`src/rtl/riscv_pkg.sv`:
```
// Shared definitions for the load/store path: funct3 size codes, LSU FSM
// states and the access alignment rule.
package riscv_pkg;

   localparam logic [2:0] LDST_B  = 3'd0;
   localparam logic [2:0] LDST_H  = 3'd1;
   localparam logic [2:0] LDST_W  = 3'd2;
   localparam logic [2:0] LDST_BU = 3'd4;
   localparam logic [2:0] LDST_HU = 3'd5;

   typedef enum logic [0:0] {
      IDLE = 1'b0,
      WAIT = 1'b1
   } lsu_state_t;

   // Returns 1 when an access of the given size at the given byte offset is
   // legal. Unknown size codes (3, 6, 7) are rejected like misaligned ones.
   function automatic logic ldst_aligned(input logic [2:0] size, input logic [1:0] off);
      logic ok;
      case (size)
         LDST_B, LDST_BU: ok = 1'b1;
         LDST_H, LDST_HU: ok = ~off[0];
         LDST_W:          ok = (off == 2'b00);
         default:         ok = 1'b0;
      endcase
      return ok;
   endfunction

endpackage

```
`src/rtl/lsu_load_align.sv`:
```
// Load data alignment: picks the addressed byte/half out of the memory word
// and sign- or zero-extends it according to the latched funct3 size code.
module lsu_load_align
   import riscv_pkg::*;
(
   input  logic [31:0] rdata,
   input  logic [1:0]  off,
   input  logic [2:0]  size,
   output logic [31:0] data
);

   logic [7:0]  byte_s;
   logic [15:0] half_s;

   // Select the byte lane and half lane addressed by the latched offset.
   always_comb begin
      byte_s = rdata[7:0];
      case (off)
         2'd0:    byte_s = rdata[7:0];
         2'd1:    byte_s = rdata[15:8];
         2'd2:    byte_s = rdata[23:16];
         2'd3:    byte_s = rdata[31:24];
         default: byte_s = rdata[7:0];
      endcase
      if (off[1]) begin
         half_s = rdata[31:16];
      end else begin
         half_s = rdata[15:0];
      end
   end

   // Extend the selected lane; words pass straight through.
   always_comb begin
      data = rdata;
      case (size)
         LDST_B:  data = {{24{byte_s[7]}}, byte_s};
         LDST_BU: data = {24'd0, byte_s};
         LDST_H:  data = {{16{half_s[15]}}, half_s};
         LDST_HU: data = {16'd0, half_s};
         LDST_W:  data = rdata;
         default: data = rdata;
      endcase
   end

endmodule

```
`src/rtl/riscv_lsu.sv`:
```
// Load/store unit: turns core memory-stage requests into word-addressed
// memory transactions with byte enables, stalls the core across the
// one-cycle registered read latency and returns extended load data.
// Misaligned or illegal-size requests are flagged and never reach memory.
module riscv_lsu
   import riscv_pkg::*;
#(
   parameter int unsigned MEM_LATENCY = 32'd1
) (
   input  logic        clk_i,
   input  logic        rst_i,
   input  logic        core_req_i,
   input  logic        core_we_i,
   input  logic [2:0]  core_size_i,
   input  logic [31:0] core_addr_i,
   input  logic [31:0] core_wd_i,
   output logic [31:0] core_rd_o,
   output logic        core_stall_o,
   output logic        misalign_o,
   output logic        mem_req_o,
   output logic        mem_we_o,
   output logic [3:0]  mem_be_o,
   output logic [31:0] mem_addr_o,
   output logic [31:0] mem_wd_o,
   input  logic [31:0] mem_rd_i,
   input  logic        mem_ready_i
);

   // The FSM assumes read data arrives exactly one cycle after the request.
   if (MEM_LATENCY != 32'd1) begin : g_latency_check
      $fatal(1, "riscv_lsu: only MEM_LATENCY = 1 is supported");
   end

   lsu_state_t  state_r;
   logic [1:0]  lat_off_r;
   logic [2:0]  lat_size_r;
   logic        lat_we_r;

   logic        aligned_s;
   logic        access_s;
   logic        store_s;
   logic        done_s;
   logic [31:0] ld_data_s;

   // Request qualification; reset masks every core/memory handshake output.
   always_comb begin
      aligned_s = ldst_aligned(core_size_i, core_addr_i[1:0]);
      access_s  = core_req_i & aligned_s & ~rst_i;
      store_s   = access_s & core_we_i;
      done_s    = (state_r == WAIT) & mem_ready_i;
   end

   // Handshake outputs toward core and memory.
   always_comb begin
      core_stall_o = access_s & ~done_s;
      misalign_o   = core_req_i & ~aligned_s & ~rst_i;
      mem_req_o    = access_s;
      mem_we_o     = store_s;
      mem_addr_o   = core_addr_i;
   end

   // Store packing: replicate data across lanes, enable only addressed bytes.
   always_comb begin
      mem_be_o = 4'b0000;
      mem_wd_o = core_wd_i;
      case (core_size_i)
         LDST_B, LDST_BU: begin
            mem_wd_o = {4{core_wd_i[7:0]}};
            if (store_s) begin
               mem_be_o = 4'b0001 << core_addr_i[1:0];
            end else begin
               mem_be_o = 4'b0000;
            end
         end
         LDST_H, LDST_HU: begin
            mem_wd_o = {2{core_wd_i[15:0]}};
            if (store_s) begin
               mem_be_o = core_addr_i[1] ? 4'b1100 : 4'b0011;
            end else begin
               mem_be_o = 4'b0000;
            end
         end
         LDST_W: begin
            mem_wd_o = core_wd_i;
            if (store_s) begin
               mem_be_o = 4'b1111;
            end else begin
               mem_be_o = 4'b0000;
            end
         end
         default: begin
            mem_wd_o = core_wd_i;
            mem_be_o = 4'b0000;
         end
      endcase
   end

   lsu_load_align u_load_align (
      .rdata (mem_rd_i),
      .off   (lat_off_r),
      .size  (lat_size_r),
      .data  (ld_data_s)
   );

   // Load data is only presented in the completing cycle of a load.
   always_comb begin
      if (done_s & ~lat_we_r & ~rst_i) begin
         core_rd_o = ld_data_s;
      end else begin
         core_rd_o = 32'd0;
      end
   end

   // IDLE/WAIT sequencing and latching of the load-extraction controls.
   always_ff @(posedge clk_i or posedge rst_i) begin
      if (rst_i) begin
         state_r    <= IDLE;
         lat_off_r  <= 2'd0;
         lat_size_r <= LDST_W;
         lat_we_r   <= 1'b0;
      end else begin
         case (state_r)
            IDLE: begin
               if (access_s) begin
                  state_r    <= WAIT;
                  lat_off_r  <= core_addr_i[1:0];
                  lat_size_r <= core_size_i;
                  lat_we_r   <= core_we_i;
               end
            end
            WAIT: begin
               // A dropped request abandons the access rather than hanging.
               if (!core_req_i || mem_ready_i) begin
                  state_r <= IDLE;
               end
            end
            default: state_r <= IDLE;
         endcase
      end
   end

endmodule

```
`config.mk`:
```
export PLATFORM = sky130hd
export DESIGN_NAME = riscv_lsu
export DESIGN_NICKNAME = d
export VERILOG_FILES = /design/src/rtl/riscv_pkg.sv /design/src/rtl/lsu_load_align.sv /design/src/rtl/riscv_lsu.sv
export SDC_FILE = /design/constraint.sdc
export NUM_CORES = 1
export LEC_CHECK = 0
export ABC_AREA = 1
export ABC_CLOCK_PERIOD_IN_PS = 1400
export BUFFER_PORTS_ARGS = -buffer_cell sky130_fd_sc_hd__buf_2
export CORE_AREA = 2 2 80 82
export CTS_BUF_LIST = sky130_fd_sc_hd__clkbuf_4 sky130_fd_sc_hd__clkbuf_8
export DETAILED_ROUTE_END_ITERATION = 16
export DIE_AREA = 0 0 82 84
export PLACE_DENSITY = 0.77
export SLEW_MARGIN = 0
export SYNTH_ARGS = -nofsm -noshare
export SYNTH_HDL_FRONTEND = slang
export SYNTH_SLANG_ARGS = --single-unit
```
`constraint.sdc`:
```
create_clock -name clk_i -period 1.4 [get_ports clk_i]
set_input_delay 0.21 -clock clk_i [delete_from_list [all_inputs] [get_ports clk_i]]
set_output_delay 0.21 -clock clk_i [all_outputs]
set_load 0.02 [all_outputs]
```
Word-level counts from Yosys, hierarchy flattened
Index checks and enable logic that the tools add are counted.
- flip-flop bits (word level): 7
- input bits: 104
- output and inout port bits: 104
- logic and storage cells: 53
- equal/unequal tests: 10
- shift-type cells: 1
- multiplexer cells: 14
- bitwise logic cells: 15
- reductions and logical operators: 9
- operators by type and width (operator ; count):
    case mux 32 bit (4 select lines) ; 1
    case mux 32 bit (2 select lines) ; 1
    two-way mux 32 bit ; 1
    case mux 8 bit (4 select lines) ; 1
    two-way mux 16 bit ; 1
    two-way mux 4 bit ; 4
    == test 3 bit, second input constant ; 4
    case mux 4 bit (3 select lines) ; 1
    bitwise AND 1 bit ; 9
    == test 3 x 1 -> 1 bit, second input constant ; 2
    zero test 3 bit ; 2
    NOT 1 bit ; 6
    == test 2 bit, second input constant ; 2
    zero test 2 bit ; 2
    OR reduction 2 bit ; 2
    left shift 1 x 2 -> 4 bit, first input constant ; 1
    == test 3 x 2 -> 1 bit, second input constant ; 1
    case mux 1 bit (3 select lines) ; 1
    == test 2 x 1 -> 1 bit, second input constant ; 1
    two-way mux 1 bit ; 2
    case mux 1 bit (2 select lines) ; 1
    AND reduction 2 bit ; 1
    zero test 1 bit ; 1
    logical OR 1 bit ; 1

Longest topological paths before layout
Gate-level depths: netlist of the first run.
- depth in word-level cells: 8
- depth in mapped cells: 9
- depth with buffers taken out: 8

Modules after synthesis
Synthesis of the first run repeated with hierarchy kept, for this count alone.
- cells, all modules: 410
- area, all modules: 2293.4 µm²
- by module, submodules not included (module ; times used ; cells an instance ; area each (µm²) ; seq. area each (µm²)):
    riscv_lsu ; 1 ; 240 ; 1370.1 ; 176.4
    lsu_load_align ; 1 ; 170 ; 923.4 ; 0.0

Worst setup path after synthesis of the first run
Ideal clock, no wire load.
- path kind: reg2out
- start point: reg lat_size_r[0]
- end point: out core_rd_o[21]
- data arrival time: 1.368 ns
- data required time: 1.190 ns
- slack: -0.178 ns
- stages on the path, launching flop included: 9
- path buffers: 1
- cell sequence: dfrtp_1 > inv_1 > nand2_2 > a21oi_4 > nand4_4 > nand3_2 > nand2_4 > buf_6 > nor2_2
- longest elaborated chain between the ends: 3
- elaborated cells between the ends (all ways): 6
- those cells by class: 3 x eq/ne; 2 x mux; 1 x reduce/logical
- ends and longest elaborated chain (item ; RTL line ; RTL):
    start, declared ; riscv_lsu.sv:36 ; logic [2:0] lat_size_r;
    start signal, assigned ; riscv_lsu.sv:127 ; lat_size_r <= core_size_i;
    == test 3 bit, or another cell as far along ; lsu_load_align.sv:35 ; case (size)
    case mux 32 bit (4 select lines) (*) ; lsu_load_align.sv:35 ;
    two-way mux 32 bit (*) ; riscv_lsu.sv:107 ; if (done_s & ~lat_we_r & ~rst_i) begin
    end, declared ; riscv_lsu.sv:17 ; output logic [31:0] core_rd_o,
Every way passes the cells marked *; elsewhere a longest branch is shown, timed or not.

Worst setup path after layout of the first run
- start point: reg lat_off_r[1]
- end point: out core_rd_o[18]
- longest elaborated chain between the ends: 4
- elaborated cells between the ends (all ways): 8
- those cells by class: 3 x eq/ne; 4 x mux; 1 x reduce/logical
- ends and longest elaborated chain (item ; RTL line ; RTL):
    start, declared ; riscv_lsu.sv:35 ; logic [1:0] lat_off_r;
    start signal, assigned ; riscv_lsu.sv:126 ; lat_off_r <= core_addr_i[1:0];
    == test 2 bit, or another cell as far along ; lsu_load_align.sv:18 ; case (off)
    case mux 8 bit (4 select lines) ; lsu_load_align.sv:18 ;
    case mux 32 bit (4 select lines) (*) ; lsu_load_align.sv:35 ;
    two-way mux 32 bit (*) ; riscv_lsu.sv:107 ;
Marks and branches as above.

==> results of run 1 <==
cell usage in the layout, fill, tap and decap left out, types with 2 or more instances in the layout:
master / synthesis / routed
o211ai_1: 12 / 12
buf_4: 42 / 64
nand2_2: 2 / 7
a21oi_4: 1 / 2
buf_6: 1 / 27
o21ai_2: 0 / 3
a21oi_2: 0 / 6
nor2_4: 0 / 19
inv_4: 0 / 4
o21ai_0: 36 / 20
buf_2: 3 / 109
nand2_1: 86 / 78
nand2_4: 1 / 4
nand3_4: 0 / 2
clkbuf_8: 0 / 3
buf_12: 0 / 4
dfrtp_2: 0 / 2
inv_2: 5 / 7
nand4_1: 2 / 2
o21ai_1: 2 / 15
a21oi_1: 16 / 9
inv_1: 35 / 29
a31oi_2: 0 / 2
nand3_2: 2 / 8
nand3_1: 17 / 9
nor2_1: 46 / 28
nor3_1: 3 / 2
dfrtp_1: 6 / 4
nor2_2: 12 / 11
metal layers:
metal / GRT usage / vias up / share of wire
met5: 0 / - / 0
met1: 0.213 / 1248 / 0.35
met2: 0.397 / 163 / 0.52
met3: 0.0628 / 26 / 0.097
li1: - / 1385 / -
met4: 0.0803 / 0 / 0.037
critical path, stage by stage, from the launching register on:
cell,delay (ns)
dfrtp_2,0.47
nor2_4,0.05
a21oi_4,0.18
nand4_4,0.11
nand3_2,0.09
nand2_4,0.09
buf_6,0.16
nor2_2,0.10
buf_6,0.12
worst paths after layout:
| check | endpoint | cells past startpoint | slack [ns] | start |
|---|---|---|---|---|
| hold reg to reg | lat_we_r$_DFFE_PP0P_ | 2 | 0.57 | lat_we_r$_DFFE_PP0P_ |
| setup / recovery | core_rd_o[18] | 8 | -0.42 | lat_off_r[1]$_DFFE_PP0P_ |
| hold / removal | state_r$_DFF_PP0_ | 3 | 0.26 | core_req_i |
| max in group asynchronous | lat_size_r[1]$_DFFE_PP1P_ | 4 | 0.67 | rst_i |
| min in group asynchronous | lat_size_r[0]$_DFFE_PP0P_ | 4 | 0.53 | rst_i |
| setup reg to reg | lat_off_r[1]$_DFFE_PP0P_ | 5 | 0.30 | lat_off_r[1]$_DFFE_PP0P_ |
per-stage QoR:
stage               cell area [um2]  setup WS [ns]
finish                         3380         -0.417
global route                   3380         -0.475
CTS                            3150         -0.419
floorplan                      2000         -0.137
detailed placement             2840         -0.219
global placement               2840         -0.185
flip-flops by register name, summed over array words and instances (netlist names):
register / cells
lat_size_r: 3
lat_off_r: 2
lat_we_r: 1
state_r: 1
logic make-up (layout without fill, tap and decap cells):
logic type             Yosys count  count (layout)  synth area share
AOI/OAI and AO/OA               71              71             0.216
buffers and inverters           93             249             0.278
DFF                              7               7            0.0947
and+or+nand+nor                174             174             0.411
where the power goes:
part	leakage, nW	total, W	internal [W]	switching (W)
combinational	1.74	0.00181	0.000774	0.00104
clock	0.0262	0.000299	0.000216	0.0000829
sequential	0.0832	0.000316	0.000254	0.0000622
layout make-up:
class	instances	area share
tap	77	0.0285
inverter	40	0.0474
timing repair buffer	205	0.421
sequential	7	0.0530
clock buffer	4	0.0144
multi-input combinational	245	0.436
repair_timing:
action | 4_1_cts | 5_1_grt
setup endpoints to repair | 39 | 39
hold buffers | 1 | 0
gates resized for setup | 88 | 53
pin swaps | 12 | 16
buffers inserted | 2 | 8
hold endpoints to repair | 6 | 0
==> reports/metrics.yaml, run 1 <==
ys_seq_area_frac: 0.0947
place_congestion: 0.877
layout-drive-gt1-share: 0.579
hold_path_class: "input pin to register"
cts_buffer_depth: 2
route.detailed.drc: 0
period_share: 1.30
setup_slack_ns: -0.417
die_h_um: 84
io_buffers: 147
clock_latency_ns: 0.22
finalWirelength_mm: 7.74
wl_per_cell_um: 13.4
tightest_slew_ns: 0.250
first_iter_violations: 98
syn_to_final_growth_pct: 81.3
min_period_ns: 1.82
synthesis.nets: 449
leakage_nw: 1.85
setup_violations: 32
fill_cells: 573
placeableCoreArea_mm2: 0.00610
ys.flop_type: "dfrtp_1"
relSlewSlack: 0.832
place_hpwl_mm: 6.18
violations: "setup timing"
rsz0062_at_grt: "true"
grt_max_degree: 23
synth_cells: 345
slew_viol_final: 0
antenna_found_initial: 0
initial_utilization: 0.306
clk_pin_slew_ns: 0.04
dp_cells: 564
crit_path_max_fanout: 6
cp-end-kind: "output port"
nets: 606
cts_tree: "built"
htree_levels: 1
required_ns: 1.19
setup_tns_ns: -11.77
gr-usage-all-layers: 0.212
ir_drop_mv: 0.368
clock_skew_ns: 0.00143
synth_top_area_share: 0.173
grt_pass1_vias: 2723
avgSynthCellArea_um2: 5.40
synth.most_common_cell: "nand2_1"
post-route-util: 0.554
die_w_um: 82
worstSetupStartpointType: "register"
fmax_ghz: 0.550
rows: 29
regArea_um2: 179
instances_no_fill: 578
routed_via_density: 4.88
drv_cap: 0
numClockSinks: 7
holdWs_ns: 0.257
synth_edf_count: 0
powerDensity_mw_per_mm2: 719
yosysWarnings: 0
antenna_cells: 0
synth_area_mm2: 0.00186
synth_commonest_cells: "nand2_1 (86), nor2_1 (46), buf_4 (42)"
ant_nets: 0
path_class: "register to output port"
outcome: "complete, but fails checks"
ys_top_cells_by_area: "nand2_1 (17%), buf_4 (17%), o21ai_0 (9.7%)"
postSynth.asyncResetShare: 1.00
numCtsBuffers: 3
hold_viol: 0
vias: 2822
dieArea_mm2: 0.00689
ios: 208
yosysTopAreaCell: "nand2_1"
grt-ovfl-total: 0
grt_pass1_wl_mm: 11.8
multi_input_area_mm2: 0.00147
dr.pass1.iters: 4
ys_ff_latch: 7
total_power_w: 0.00243
cts_root_buffer: "clkbuf_8"
ys_types: 28
crit_arrival_ns: 1.61
Note: power is estimated with default switching activity, not from simulation.
==> inputs of run 2 (changes only) <==
--- a/config.mk
+++ b/config.mk
@@ -17,3 +17,4 @@
 export SYNTH_ARGS = -nofsm -noshare
 export SYNTH_HDL_FRONTEND = slang
 export SYNTH_SLANG_ARGS = --single-unit
+export TNS_END_PERCENT = 30
==> reports/metrics.yaml, run 2 (same netlist as run 1, synthesis figures left out) <==
outcome: "complete, but fails checks"
violations: "setup timing"
powerDensity_mw_per_mm2: 737  # +2.5%
grtUsageMet2: 0.384  # -0.0133
grt_use_met3: 0.0574  # -0.00541
largestRegisters: "lat_size_r x3, lat_off_r x2"
place_congestion: 0.827  # -5.7%
holdWs_ns: 0.237  # -0.0195 ns
setup_slack_ns: -0.413  # +0.00348 ns
dr.pass1.iters: 4  # unchanged
grt_max_degree: 22  # -4.3%
initial_utilization: 0.306  # unchanged
placedInstanceArea_mm2: 0.00273  # -3.6%
r2r_slack_ns: 0.28  # -0.02 ns
leakage_nw: 1.81  # -1.9%
cts_root_buffer: "clkbuf_8"
placeableCoreArea_mm2: 0.00610  # unchanged
top_register: "lat_size_r"
grtUsageMet1: 0.206  # -0.00659
tightest_slew_ns: 0.283  # +0.0335 ns
regArea_um2: 178  # -0.70%
crit_arrival_ns: 1.60  # about the same
htree_levels: 1  # unchanged
fill_cells: 594  # +3.7%
largest_reg_flops: 3  # unchanged
die_h_um: 84  # unchanged
hold_path_class: "input pin to register"
routed_via_density: 4.93  # +0.95%
numClockSinks: 7  # unchanged
critical_path.max_stage_delay_ns: 0.44  # -0.03 ns
rsz0062_at_grt: "true"
layout-drive-gt1-share: 0.544  # -0.0348
antenna_cells: 0  # unchanged
numCtsBuffers: 3  # unchanged
nets: 605  # -0.17%
grt-ovfl-total: 0  # unchanged
multi_input_area_mm2: 0.00141  # -4.3%
layout_common_cells: "buf_2 (111), nand2_1 (79), buf_4 (60)"
finalWirelength_mm: 7.79  # +0.66%
fin_area_mm2: 0.00326  # -3.6%
min_period_ns: 1.81  # -0.00348 ns
clock_skew_ns: 0.00241  # +0.000977 ns
relSlewSlack: 0.811  # -0.0212
first_iter_violations: 121  # +23%
worstSetupStartpointType: "register"
dp_slack_ns: -0.268  # -0.0495 ns
path_class: "register to output port"
slowest_stage: "dfrtp_2"
setup_violations: 32  # unchanged
crit_buf_inv: 1  # -1
gr-usage-all-layers: 0.203  # -0.00918
required_ns: 1.19  # about the same
crit_path_cell_trace: "nor2_1, a21oi_4, nand4_4, nand3_4, nand2_8, nor2_4, buf_6"
route.detailed.drc: 0  # unchanged
dp_cells: 562  # -0.35%
hold_viol: 0  # unchanged
vias: 2844  # +0.78%
slew_viol_final: 0  # unchanged
cp-end-kind: "output port"
cts_buffer_depth: 2  # unchanged
grt_pass1_wl_mm: 11.3  # -4.3%
dieArea_mm2: 0.00689  # unchanged
layout_commonest_cell: "buf_2"
ios: 208  # unchanged
global_route.peak_usage_layer: "met2"
drv_cap: 0  # unchanged
cts_tree: "built"
clock_latency_ns: 0.22  # about the same
fmax_ghz: 0.551  # +0.19%
place_hpwl_mm: 6.00  # -2.9%
crit_family: "simple AND/OR/NAND/NOR gates"
wl_per_cell_um: 13.5  # +0.83%
syn_to_final_growth_pct: 74.7
io_buffers: 147  # unchanged
antenna_found_initial: 0  # unchanged
crit_path_max_fanout: 8  # +2
die_w_um: 82  # unchanged
clk_pin_slew_ns: 0.04  # about the same
instances_no_fill: 577  # -0.17%
rows: 29  # unchanged
period_share: 1.30  # -0.00249
ir_drop_mv: 0.375  # +2.1%
grt_pass1_vias: 2664  # -2.2%
ant_nets: 0  # unchanged
run 2: changes by cell type in the layout (fill, tap and decap cells not counted), sizes merged:
cell,delta
buf,-2
nand2,+1
run 2: path summary, 6_finish.rpt:
check                                                from                         to  cells after the start
worst max-delay path             lat_off_r[1]$_DFFE_PP0P_              core_rd_o[28]                      7
worst min-delay path                          mem_ready_i          state_r$_DFF_PP0_                      2
worst max register to register  lat_size_r[1]$_DFFE_PP1P_  lat_size_r[1]$_DFFE_PP1P_                      4
worst min register to register       lat_we_r$_DFFE_PP0P_       lat_we_r$_DFFE_PP0P_                      2
max in group asynchronous                           rst_i  lat_size_r[1]$_DFFE_PP1P_                      4
min in group asynchronous                           rst_i       lat_we_r$_DFFE_PP0P_                      4
run 2: power by group:
part           internal, W  switching [W]
clock             0.000216      0.0000828
sequential        0.000253      0.0000482
combinational     0.000759        0.00104
total              0.00123        0.00117
run 2: metal layers:
metal,vias up,wire [um]
met5,-,0
met4,0,224
met3,22,841
met2,169,3960
met1,1267,2760
li1,1386,-
run 2: layout make-up:
class,instances,area share
inverter,40,0.0477
clock buffer,4,0.0150
tap,77,0.0296
sequential,7,0.0546
multi-input combinational,246,0.433
timing repair buffer,203,0.420
run 2: worst reg2reg max path, delay by kind of cell (launching register included):
family,cells,cell delay (ns)
flip-flops,1,0.56
AO/OA/AOI/OAI,1,0.17
buffers and inverters,3,0.31
run 2: per-stage QoR:
step           utilization  setup TNS [ns]  total power, W
2_1_floorplan            -           -3.41         0.00125
3_3_place_gp         0.448           -4.97         0.00171
3_5_place_dp         0.448           -6.39         0.00174
4_1_cts              0.496          -11.36         0.00221
5_1_grt              0.534          -14.33         0.00257
6_report             0.534          -11.92         0.00240
run 2: timing repair:
action,in CTS,in global routing
gates cloned,1,1
resized for setup,62,68
setup buffers,5,3
setup endpoints to repair,36,46
hold buffers,1,0
hold endpoints to repair,3,0
pin swaps,13,13
==> inputs of run 3 (changes only) <==
--- a/config.mk
+++ b/config.mk
@@ -13,6 +13,7 @@
 export DETAILED_ROUTE_END_ITERATION = 16
 export DIE_AREA = 0 0 82 84
 export PLACE_DENSITY = 0.77
+export SETUP_SLACK_MARGIN = 0.05
 export SLEW_MARGIN = 0
 export SYNTH_ARGS = -nofsm -noshare
 export SYNTH_HDL_FRONTEND = slang
==> reports/metrics.yaml, run 3 (same netlist as run 1, synthesis figures left out) <==
layout_common_cells: "buf_2 (103), nand2_1 (79), buf_4 (65)"
die_h_um: 84  # unchanged
grt_pass1_wl_mm: 11.3  # +0.19%
post-route-util: 0.542  # +0.00760
ir_drop_mv: 0.382  # +1.8%
min_period_ns: 1.82  # +0.00414 ns
grt_max_degree: 22  # unchanged
tightest_slew_ns: 0.286  # +0.00265 ns
io_buffers: 147  # unchanged
first_iter_violations: 92  # -24%
worstSetupStartpointType: "register"
layout_commonest_cell: "buf_2"
setup_slack_ns: -0.417  # -0.00414 ns
layout-drive-gt1-share: 0.550  # +0.00600
path_class: "register to output port"
multi_input_area_mm2: 0.00142  # +1.1%
grt-ovfl-total: 0  # unchanged
numClockSinks: 7  # unchanged
hold_path_class: "input pin to register"
crit_arrival_ns: 1.61  # about the same
crit_start: "lat_off_r[1]$_DFFE_PP0P_"
hold_viol: 0  # unchanged
slowest_stage: "dfrtp_2"
dieArea_mm2: 0.00689  # unchanged
largestRegisters: "lat_size_r x3, lat_off_r x2"
nets: 605  # unchanged
ant_nets: 0  # unchanged
antenna_found_initial: 0  # unchanged
syn_to_final_growth_pct: 77.2
violations: "setup timing"
clock_skew_ns: 0.00255  # +0.000142 ns
r2r-start: "lat_size_r[1]$_DFFE_PP1P_"
crit_path_max_fanout: 8  # unchanged
dp_cells: 562  # unchanged
powerDensity_mw_per_mm2: 733  # -0.58%
ios: 208  # unchanged
critical_path.max_stage_delay_ns: 0.44  # about the same
relSlewSlack: 0.809  # -0.00177
cts_tree: "built"
cp-end-kind: "output port"
antenna_cells: 0  # unchanged
numCtsBuffers: 3  # unchanged
placeableCoreArea_mm2: 0.00610  # unchanged
reg2reg_depth: 4  # unchanged
cp-endpoint: "core_rd_o[28]"
r2r_slack_ns: 0.28  # about the same
place_congestion: 0.827  # unchanged
routed_via_density: 4.98  # +1.1%
initial_utilization: 0.306  # unchanged
cts_buffer_depth: 2  # unchanged
clock_latency_ns: 0.22  # about the same
top_register: "lat_size_r"
rr_endpoint: "lat_size_r[1]$_DFFE_PP1P_"
grt_pass1_vias: 2668  # +0.15%
gr-usage-all-layers: 0.203  # +0.000218
setup_tns_ns: -12.05  # -0.130 ns
fill_cells: 589  # -0.84%
crit_path_cell_trace: "nor2_1, a21oi_4, nand4_4, nand3_4, nand2_8, nor2_4, buf_6"
cts_root_buffer: "clkbuf_8"
clk_pin_slew_ns: 0.04  # about the same
rows: 29  # unchanged
largest_reg_flops: 3  # unchanged
die_w_um: 82  # unchanged
finalWirelength_mm: 7.93  # +1.7%
route.detailed.drc: 0  # unchanged
drv_cap: 0  # unchanged
outcome: "complete, but fails checks"
setup_violations: 32  # unchanged
htree_levels: 1  # unchanged
period_share: 1.30  # +0.00295
rsz0062_at_grt: "true"
slew_viol_final: 0  # unchanged
instances_no_fill: 577  # unchanged
wl_per_cell_um: 13.7  # +1.7%
leakage_nw: 1.82  # +0.57%
vias: 2876  # +1.1%
regArea_um2: 178  # unchanged
required_ns: 1.19  # about the same
dp_slack_ns: -0.268  # unchanged
fmax_ghz: 0.550  # -0.23%
total_power_w: 0.00242  # +0.84%
dr.pass1.iters: 5  # +1
place_hpwl_mm: 6.00  # unchanged
==> run 3: worst min-delay path by stage <==
| stage | from | to | slack [ns] | cells past startpoint |
|---|---|---|---|---|
| 2_1_floorplan | rst_i | lat_off_r[0]$_DFFE_PP0P_ | 0.02 | 1 |
| 3_3_place_gp | rst_i | state_r$_DFF_PP0_ | 0.22 | 3 |
| 3_5_place_dp | rst_i | lat_off_r[1]$_DFFE_PP0P_ | 0.22 | 3 |
| 4_1_cts | mem_ready_i | state_r$_DFF_PP0_ | 0.22 | 2 |
| 5_1_grt | mem_ready_i | state_r$_DFF_PP0_ | 0.25 | 2 |
| 6_report | mem_ready_i | state_r$_DFF_PP0_ | 0.24 | 2 |
==> run 3: metrics by stage <==
| step | hold slack [ns] | cell area [um2] |
|---|---|---|
| 3_3_place_gp | 0.218 | 2730 |
| 2_1_floorplan | 0.0207 | 1930 |
| 5_1_grt | 0.253 | 3300 |
| 3_5_place_dp | 0.225 | 2730 |
| 4_1_cts | 0.215 | 3040 |
| 6_report | 0.238 | 3300 |
==> run 3: routing by layer <==
metal,part of all wire,GRT usage,up-vias,wire length (um)
li1,-,-,1385,-
met3,0.11,0.0574,28,846
met1,0.35,0.206,1277,2790
met4,0.028,0.0667,0,223
met2,0.51,0.384,186,4060
met5,0,0,-,0
==> run 3: layout make-up <==
| cell class | instances | share of cell area |
|---|---|---|
| tap | 77 | 0.0292 |
| multi-input combinational | 246 | 0.431 |
| timing repair buffer | 203 | 0.424 |
| sequential | 7 | 0.0538 |
| clock buffer | 4 | 0.0148 |
| inverter | 40 | 0.0470 |
==> run 3: critical path: cells and delay by family, from the launching register on <==
family | cells | cell delay [ns]
AOI/OAI and AO/OA | 1 | 0.10
and+or+nand+nor | 5 | 0.71
DFF | 1 | 0.44
buffers and inverters | 1 | 0.13
==> run 3: what timing repair did <==
action	in CTS	in global routing
resized for setup	67	77
hold buffers	1	0
endpoints found under the hold margin	3	0
setup endpoints to repair	44	47
setup buffers	5	3
pin swaps	14	14
gates cloned	1	1
==> run 3: where the power goes <==
| group | leakage, nW | internal (W) | switching (W) |
|---|---|---|---|
| clock network | 0.0262 | 0.000216 | 0.0000831 |
| registers | 0.0844 | 0.000253 | 0.0000484 |
| logic | 1.71 | 0.000772 | 0.00105 |
| total | 1.82 | 0.00124 | 0.00118 |
